`src/rtl/div_unit_if.sv`:
```
// div_unit_if: operand/result bundle between the control FSM and the divider.
// Latency: none, wires only.
// Backpressure: none; the master must hold off new operations while busy is high.
//
// Signals: load/start strobes and a/b operands (master -> slave);
// hi/lo results, busy, done and div_zero status (slave -> master).
// DIV_UNSIGNED_EN adds the is_unsigned select, sampled together with start.
interface div_unit_if #(
   parameter int WIDTH = 32
);
   logic             load;
   logic             start;
   logic [WIDTH-1:0] a;
   logic [WIDTH-1:0] b;
`ifdef DIV_UNSIGNED_EN
   logic             is_unsigned;
`endif
   logic [WIDTH-1:0] hi;
   logic [WIDTH-1:0] lo;
   logic             busy;
   logic             done;
   logic             div_zero;

`ifdef DIV_UNSIGNED_EN
   modport master (output load, start, a, b, is_unsigned,
                   input  hi, lo, busy, done, div_zero);
   modport slave  (input  load, start, a, b, is_unsigned,
                   output hi, lo, busy, done, div_zero);
`else
   modport master (output load, start, a, b,
                   input  hi, lo, busy, done, div_zero);
   modport slave  (input  load, start, a, b,
                   output hi, lo, busy, done, div_zero);
`endif
endinterface

```
`src/rtl/div_unit.sv`:
```
// div_unit: multicycle signed restoring divider (quotient -> lo, remainder -> hi).
// Latency: start sampled at edge N, results and done at edge N+WIDTH+1; div-by-zero flagged at edge N.
// Backpressure: load/start are ignored while busy; hi/lo hold until the next completed division.
//
// Ports: clk, reset (async, active-high), io_div (div_unit_if.slave):
//   load/start strobes, a/b operands in; hi/lo results, busy, done, div_zero out.
// Optional: DIV_UNSIGNED_EN adds io_div.is_unsigned for raw unsigned division.
module div_unit #(
   parameter int WIDTH = 32
) (
   input  logic       clk,
   input  logic       reset,
   div_unit_if.slave  io_div
);
   localparam int CW = (WIDTH > 1) ? $clog2(WIDTH) : 1;
   localparam logic [CW-1:0] CNT_INIT = CW'(WIDTH - 1);

   typedef enum logic [1:0] {
      S_IDLE = 2'd0,
      S_CALC = 2'd1,
      S_FIX  = 2'd2
   } state_t;

   state_t           r_state;
   logic [WIDTH-1:0] r_a;
   logic [WIDTH-1:0] r_b;
   logic [WIDTH-1:0] r_rem;
   logic [WIDTH-1:0] r_quo;
   logic [WIDTH-1:0] r_dvsr;
   logic [CW-1:0]    r_cnt;
   logic             r_neg_q;
   logic             r_neg_r;
   logic [WIDTH-1:0] r_hi;
   logic [WIDTH-1:0] r_lo;
   logic             r_busy;
   logic             r_done;
   logic             r_div_zero;

   logic             w_uns;
   logic             w_a_neg;
   logic             w_b_neg;
   logic [WIDTH-1:0] w_a_mag;
   logic [WIDTH-1:0] w_b_mag;
   logic [WIDTH:0]   w_shift_rem;
   logic [WIDTH:0]   w_trial;

`ifdef DIV_UNSIGNED_EN
   assign w_uns = io_div.is_unsigned;
`else
   assign w_uns = 1'b0;
`endif

   // Unsigned mode clears the sign flags and passes operands raw, so FIX
   // degenerates to a plain write of the results.
   assign w_a_neg = r_a[WIDTH-1] & ~w_uns;
   assign w_b_neg = r_b[WIDTH-1] & ~w_uns;
   assign w_a_mag = w_a_neg ? (~r_a + 1'b1) : r_a;
   assign w_b_mag = w_b_neg ? (~r_b + 1'b1) : r_b;

   // The remainder stays below the divisor, so the shifted value fits in
   // WIDTH+1 bits and the MSB of the WIDTH+1-bit difference is its sign.
   assign w_shift_rem = {r_rem, r_quo[WIDTH-1]};
   assign w_trial     = w_shift_rem - {1'b0, r_dvsr};

   always_ff @(posedge clk or posedge reset) begin
      if (reset) begin
         r_state    <= S_IDLE;
         r_a        <= '0;
         r_b        <= '0;
         r_rem      <= '0;
         r_quo      <= '0;
         r_dvsr     <= '0;
         r_cnt      <= '0;
         r_neg_q    <= 1'b0;
         r_neg_r    <= 1'b0;
         r_hi       <= '0;
         r_lo       <= '0;
         r_busy     <= 1'b0;
         r_done     <= 1'b0;
         r_div_zero <= 1'b0;
      end else begin
         r_done <= 1'b0;
         case (r_state)
            S_IDLE: begin
               if (io_div.load) begin
                  r_a        <= io_div.a;
                  r_b        <= io_div.b;
                  r_div_zero <= 1'b0;
               end else if (io_div.start) begin
                  if (r_b == '0) begin
                     r_div_zero <= 1'b1;
                     r_done     <= 1'b1;
                  end else begin
                     r_div_zero <= 1'b0;
                     r_quo      <= w_a_mag;
                     r_dvsr     <= w_b_mag;
                     r_neg_q    <= w_a_neg ^ w_b_neg;
                     r_neg_r    <= w_a_neg;
                     r_rem      <= '0;
                     r_cnt      <= CNT_INIT;
                     r_busy     <= 1'b1;
                     r_state    <= S_CALC;
                  end
               end
            end
            S_CALC: begin
               r_rem <= w_trial[WIDTH] ? w_shift_rem[WIDTH-1:0] : w_trial[WIDTH-1:0];
               r_quo <= {r_quo[WIDTH-2:0], ~w_trial[WIDTH]};
               r_cnt <= r_cnt - 1'b1;
               if (r_cnt == '0) begin
                  r_state <= S_FIX;
               end
            end
            S_FIX: begin
               r_lo    <= r_neg_q ? (~r_quo + 1'b1) : r_quo;
               r_hi    <= r_neg_r ? (~r_rem + 1'b1) : r_rem;
               r_done  <= 1'b1;
               r_busy  <= 1'b0;
               r_state <= S_IDLE;
            end
            default: begin
               r_state <= S_IDLE;
            end
         endcase
      end
   end

   assign io_div.hi       = r_hi;
   assign io_div.lo       = r_lo;
   assign io_div.busy     = r_busy;
   assign io_div.done     = r_done;
   assign io_div.div_zero = r_div_zero;
endmodule

```
`src/flat_wrapper.sv`:
```
// flat-port wrapper written by rule: the top's interface ports become plain ports
module div_unit_flat 
#(
   parameter int WIDTH = 32
)
  (clk, reset, io_div_load, io_div_start, io_div_a, io_div_b, io_div_hi, io_div_lo, io_div_busy, io_div_done, io_div_div_zero);
  div_unit_if #(.WIDTH(WIDTH)) io_div_i ();
  input  logic clk;
  input  logic reset;
  input wire logic [$bits(io_div_i.load)-1:0] io_div_load;
  input wire logic [$bits(io_div_i.start)-1:0] io_div_start;
  input wire logic [$bits(io_div_i.a)-1:0] io_div_a;
  input wire logic [$bits(io_div_i.b)-1:0] io_div_b;
  output wire logic [$bits(io_div_i.hi)-1:0] io_div_hi;
  output wire logic [$bits(io_div_i.lo)-1:0] io_div_lo;
  output wire logic [$bits(io_div_i.busy)-1:0] io_div_busy;
  output wire logic [$bits(io_div_i.done)-1:0] io_div_done;
  output wire logic [$bits(io_div_i.div_zero)-1:0] io_div_div_zero;
  assign io_div_i.load = io_div_load;
  assign io_div_i.start = io_div_start;
  assign io_div_i.a = io_div_a;
  assign io_div_i.b = io_div_b;
  assign io_div_hi = io_div_i.hi;
  assign io_div_lo = io_div_i.lo;
  assign io_div_busy = io_div_i.busy;
  assign io_div_done = io_div_i.done;
  assign io_div_div_zero = io_div_i.div_zero;
  div_unit #(.WIDTH(WIDTH)) u_core (.clk(clk), .reset(reset), .io_div(io_div_i));
endmodule
```
`config.mk`:
```
export PLATFORM = sky130hd
export DESIGN_NAME = div_unit_flat
export DESIGN_NICKNAME = d
export VERILOG_FILES = /design/src/rtl/div_unit_if.sv /design/src/rtl/div_unit.sv /design/src/flat_wrapper.sv
export SDC_FILE = /design/constraint.sdc
export NUM_CORES = 1
export LEC_CHECK = 0
export CAP_MARGIN = 20
export CORE_MARGIN = 5
export CORE_UTILIZATION = 35
export DETAILED_ROUTE_END_ITERATION = 8
export PLACE_DENSITY_LB_ADDON = 0.25
export SLEW_MARGIN = 20
export SYNTH_ARGS = -nofsm -noshare
export SYNTH_HDL_FRONTEND = slang
export SYNTH_SLANG_ARGS = --single-unit
```
`constraint.sdc`:
```
create_clock -name clk -period 12.1 [get_ports clk]
set_input_delay 2.42 -clock clk [delete_from_list [all_inputs] [get_ports clk]]
set_output_delay 2.42 -clock clk [all_outputs]
set_load 0.02 [all_outputs]
```
==> flow_metrics.py <==
metrics = {
    "die": {
        "std_cell_rows": 71,
        "core_area_mm2": 0.0378,
        "die_height_um": 206,
        "initial_utilization_pct": 35.6,
        "die_width_um": 206,
        "die-area_mm2": 0.0425,
        "io_pins": 135,
    },
    "cells_and_area": {
        "post_route_cells_drive_above_1_share_pct": 10.4,
        "antennaDiodeCount": 0,
        "postLayoutCellArea_mm2": 0.0163,
        "areaGrowthSynthToFinish_pct": 20.8,
        "final_util_pct": 43.0,
        "final_net_count": 1622,
        "num-fill-cells": 3665,
        "layout.cells.non_filler": 2045,
    },
    "sta": {
        "grt_setup_unrepaired": "false",
        "timing.final.max_slew_violations": 0,
        "hold_ws_ns": 0.474,
        "setup_viol": 0,
        "post-route-min-period_ns": 4.20,
        "setup_slack_ns": 7.90,
        "finalHoldViolations": 0,
        "finalSetupTns_ns": 0,
        "clock_skew_ns": 0.0228,
        "final_min_period_over_clock_period_pct": 34.7,
        "worst_slew_margin_pct": 33.4,
        "clock.fmax_mhz": 238,
        "least_margin_pin_slew_ns": 0.999,
    },
    "clock_tree": {
        "cts-root-to-sink-buffers": 3,
        "skew_pair_late_insertion_delay_ns": 0.56,
        "post-cts-setup-buffer-count": 0,
        "numClockSinks": 236,
        "cts.reportedPaths.clkPinSlew_ns": 0.06,
        "cts_tree": "yes",
        "clockRootBuffer": "sky130_fd_sc_hd__clkbuf_16",
        "cts.htree.levels": 1,
        "cts_resized": 0,
        "tritoncts_buffers": 29,
        "hold_buffers": 0,
    },
    "worst_setup_path": {
        "worstPathRequired_ns": 12.54,
        "setup.worst_path.class": "input port to flop",
        "critPathMaxFanout": 37,
        "cp.arrival_ns": 4.64,
        "cp-start-kind": "input port",
        "setup.worst_path.end_class": "flop",
    },
    "route": {
        "routed_via_density": 5.14,
        "post_detailed_route_drc_marker_count": 0,
        "drt-pass1-iter-count": 5,
        "detail-route-antenna-nets": 0,
        "dr_total_vias": 10500,
        "avgRoutedWirePerCell_um": 17.3,
        "drc_marker_count_from_the_first_detailed_route_iteration": 597,
        "finalWirelength_mm": 35.4,
    },
    "job": {
        "timing.max_cap.violations": 0,
    },
    "yosys": {
        "synthDominantAreaCellType": "sky130_fd_sc_hd__dfrtp_1",
        "synth_cells": 1410,
        "synth_async_sr_flop_share_pct": 100,
        "post-synth-top-area-fraction_pct": 43.8,
        "post_synthesis_cell_area_mm2": 0.0135,
        "number_of_enable_flip_flop_cells_after_synthesis": 0,
        "synth.area.top_cells": "sky130_fd_sc_hd__dfrtp_1, sky130_fd_sc_hd__o21ai_0, sky130_fd_sc_hd__nand2_1",
        "synthesis.area_per_instance_um2": 9.55,
        "synthesis.nets": 1517,
        "postSynthRegisterBits": 236,
        "ys.flop_type": "sky130_fd_sc_hd__dfrtp_1",
        "synth.yosys.seq_area_share_pct": 43.8,
        "yosys.cell_types.count": 68,
        "yosysWarningCount": 0,
    },
    "place": {
        "dpl_worst_slack_ns": 7.31,
        "placement.cell_area_mm2": 0.0153,
        "io_buffers": 134,
        "gp_congestion": 0.853,
        "dp_hpwl_mm": 26.6,
        "post-place-cells": 1994,
    },
    "global_route": {
        "first_global_vias": 10100,
        "track_usage_pct": 16.6,
        "grt_first_pass_wirelength_mm": 56.8,
        "antenna_found_initial": 0,
        "grt_max_degree": 110,
        "overflow": 0,
    },
    "pwr": {
        "total_power_mw": 5.04,
        "p_leak_nw": 6.77,
        "vdd_drop_max_mv": 0.119,
        "total_power_per_unit_cell_area_mw_per_mm2": 310,
    },
    "worst_hold_path": {
        "hold_path.class": "flop to flop",
    },
    "run_status": {
        "status": "finished clean",
    },
}
cells in the mapped netlist, drive strengths merged, types with 5 or more instances:
cell / instances
clkbuf: 48
xnor2: 55
dfrtp: 236
or4: 20
inv: 56
nand2: 206
nor2b: 14
buf: 24
nor2: 33
or3: 15
a21oi: 46
o211ai: 11
o31ai: 39
xor2: 88
o22ai: 5
nand3: 10
nor3: 13
or2: 8
o21ai: 199
mux2: 61
o41ai: 18
a22oi: 20
mux2i: 23
o311ai: 6
a21o: 11
nand2b: 19
ha: 38
nand4: 7
nor4: 11
a31oi: 5
and3: 8
and2: 5
critical path, stage by stage:
cell and delay (ns):
sky130_fd_sc_hd__clkdlybuf4s50_1 0.52, sky130_fd_sc_hd__nor2b_1 0.20, sky130_fd_sc_hd__nor2_1 0.06, sky130_fd_sc_hd__nor2_1 0.29
sky130_fd_sc_hd__o21ai_4 0.27, sky130_fd_sc_hd__buf_4 0.34, sky130_fd_sc_hd__nor4_1 0.29, sky130_fd_sc_hd__xnor2_1 0.17
sky130_fd_sc_hd__nand2_1 0.06
power by group:
part | leakage (nW) | total (mW) | internal [mW] | switching [mW]
Sequential | 2.96 | 1.56 | 1.12 | 0.440
Combinational | 3.32 | 2.58 | 1.16 | 1.41
Clock | 0.490 | 0.900 | 0.558 | 0.342
Total | 6.77 | 5.04 | 2.84 | 2.19
path summary, 6_finish.rpt:
check	startpoint	end	slack, ns	cells past startpoint
min in group asynchronous	reset	u_core.r_dvsr[4]	2.38	2
max	io_div_start	u_core.r_cnt[3]	7.90	9
min	u_core.io_div.lo[6]	u_core.io_div.lo[6]	0.47	2
min reg2reg	u_core.io_div.lo[6]	u_core.io_div.lo[6]	0.47	2
max in group asynchronous	reset	u_core.r_dvsr[20]	8.33	3
max reg2reg	u_core.r_b[12]	u_core.r_dvsr[31]	8.30	10
registers in the layout, summed over array words and instances, names as in the netlist:
signal / flops
u_core.r_state: 2
u_core.r_neg_r: 1
u_core.r_quo: 32
u_core.io_div.hi: 32
u_core.io_div.div_zero: 1
u_core.io_div.done: 1
u_core.r_b: 32
u_core.r_neg_q: 1
u_core.r_rem: 32
u_core.io_div.lo: 32
u_core.io_div.busy: 1
u_core.r_cnt: 5
u_core.r_dvsr: 32
u_core.r_a: 32
layout make-up:
cell class / instances / area (µm²) / area share [%]
Clock inverter: 13 / 180 / 1.11
Inverter: 56 / 218 / 1.34
Timing Repair Buffer: 146 / 1440 / 8.87
Sequential cell: 236 / 5910 / 36.3
Tap cell: 511 / 639 / 3.93
Clock buffer: 37 / 816 / 5.01
Multi-Input combinational cell: 1046 / 7070 / 43.4
cells in the final DEF, fill, tap and decap left out, drive strengths merged, types with 12 or more instances in the layout:
master / n
mux2: 61
inv: 58
o41ai: 18
clkdlybuf4s50: 134
dfrtp: 236
a21oi: 46
o21ai: 199
nand2: 206
ha: 38
xor2: 88
nor3: 13
clkbuf: 37
buf: 12
or4: 20
xnor2: 55
a22oi: 20
nor2: 33
nor2b: 14
nand2b: 19
or3: 15
o31ai: 39
mux2i: 23
cell families (layout without fill, tap and decap cells):
| group | Yosys count | count (layout) | share of synthesized area, % |
|---|---|---|---|
| AOI/OAI and AO/OA | 400 | 400 | 18.7 |
| xor gates and xnor gates | 143 | 143 | 9.30 |
| adders and majority gates | 39 | 39 | 3.68 |
| buffers and inverters | 128 | 252 | 3.96 |
| DFF | 236 | 236 | 43.8 |
| muxes | 84 | 84 | 6.81 |
| and+or+nand+nor | 380 | 380 | 13.7 |
routing by layer:
layer  vias to the layer above  GRT usage (%)  wire length (µm)
met3                        42           3.09              2040
met4                         0           3.80               618
met1                      5005           26.7             18800
met5                         -              0                 0
li1                       5251              -                 -
met2                       215           22.6             13900
(Power assumes the default switching activity.)
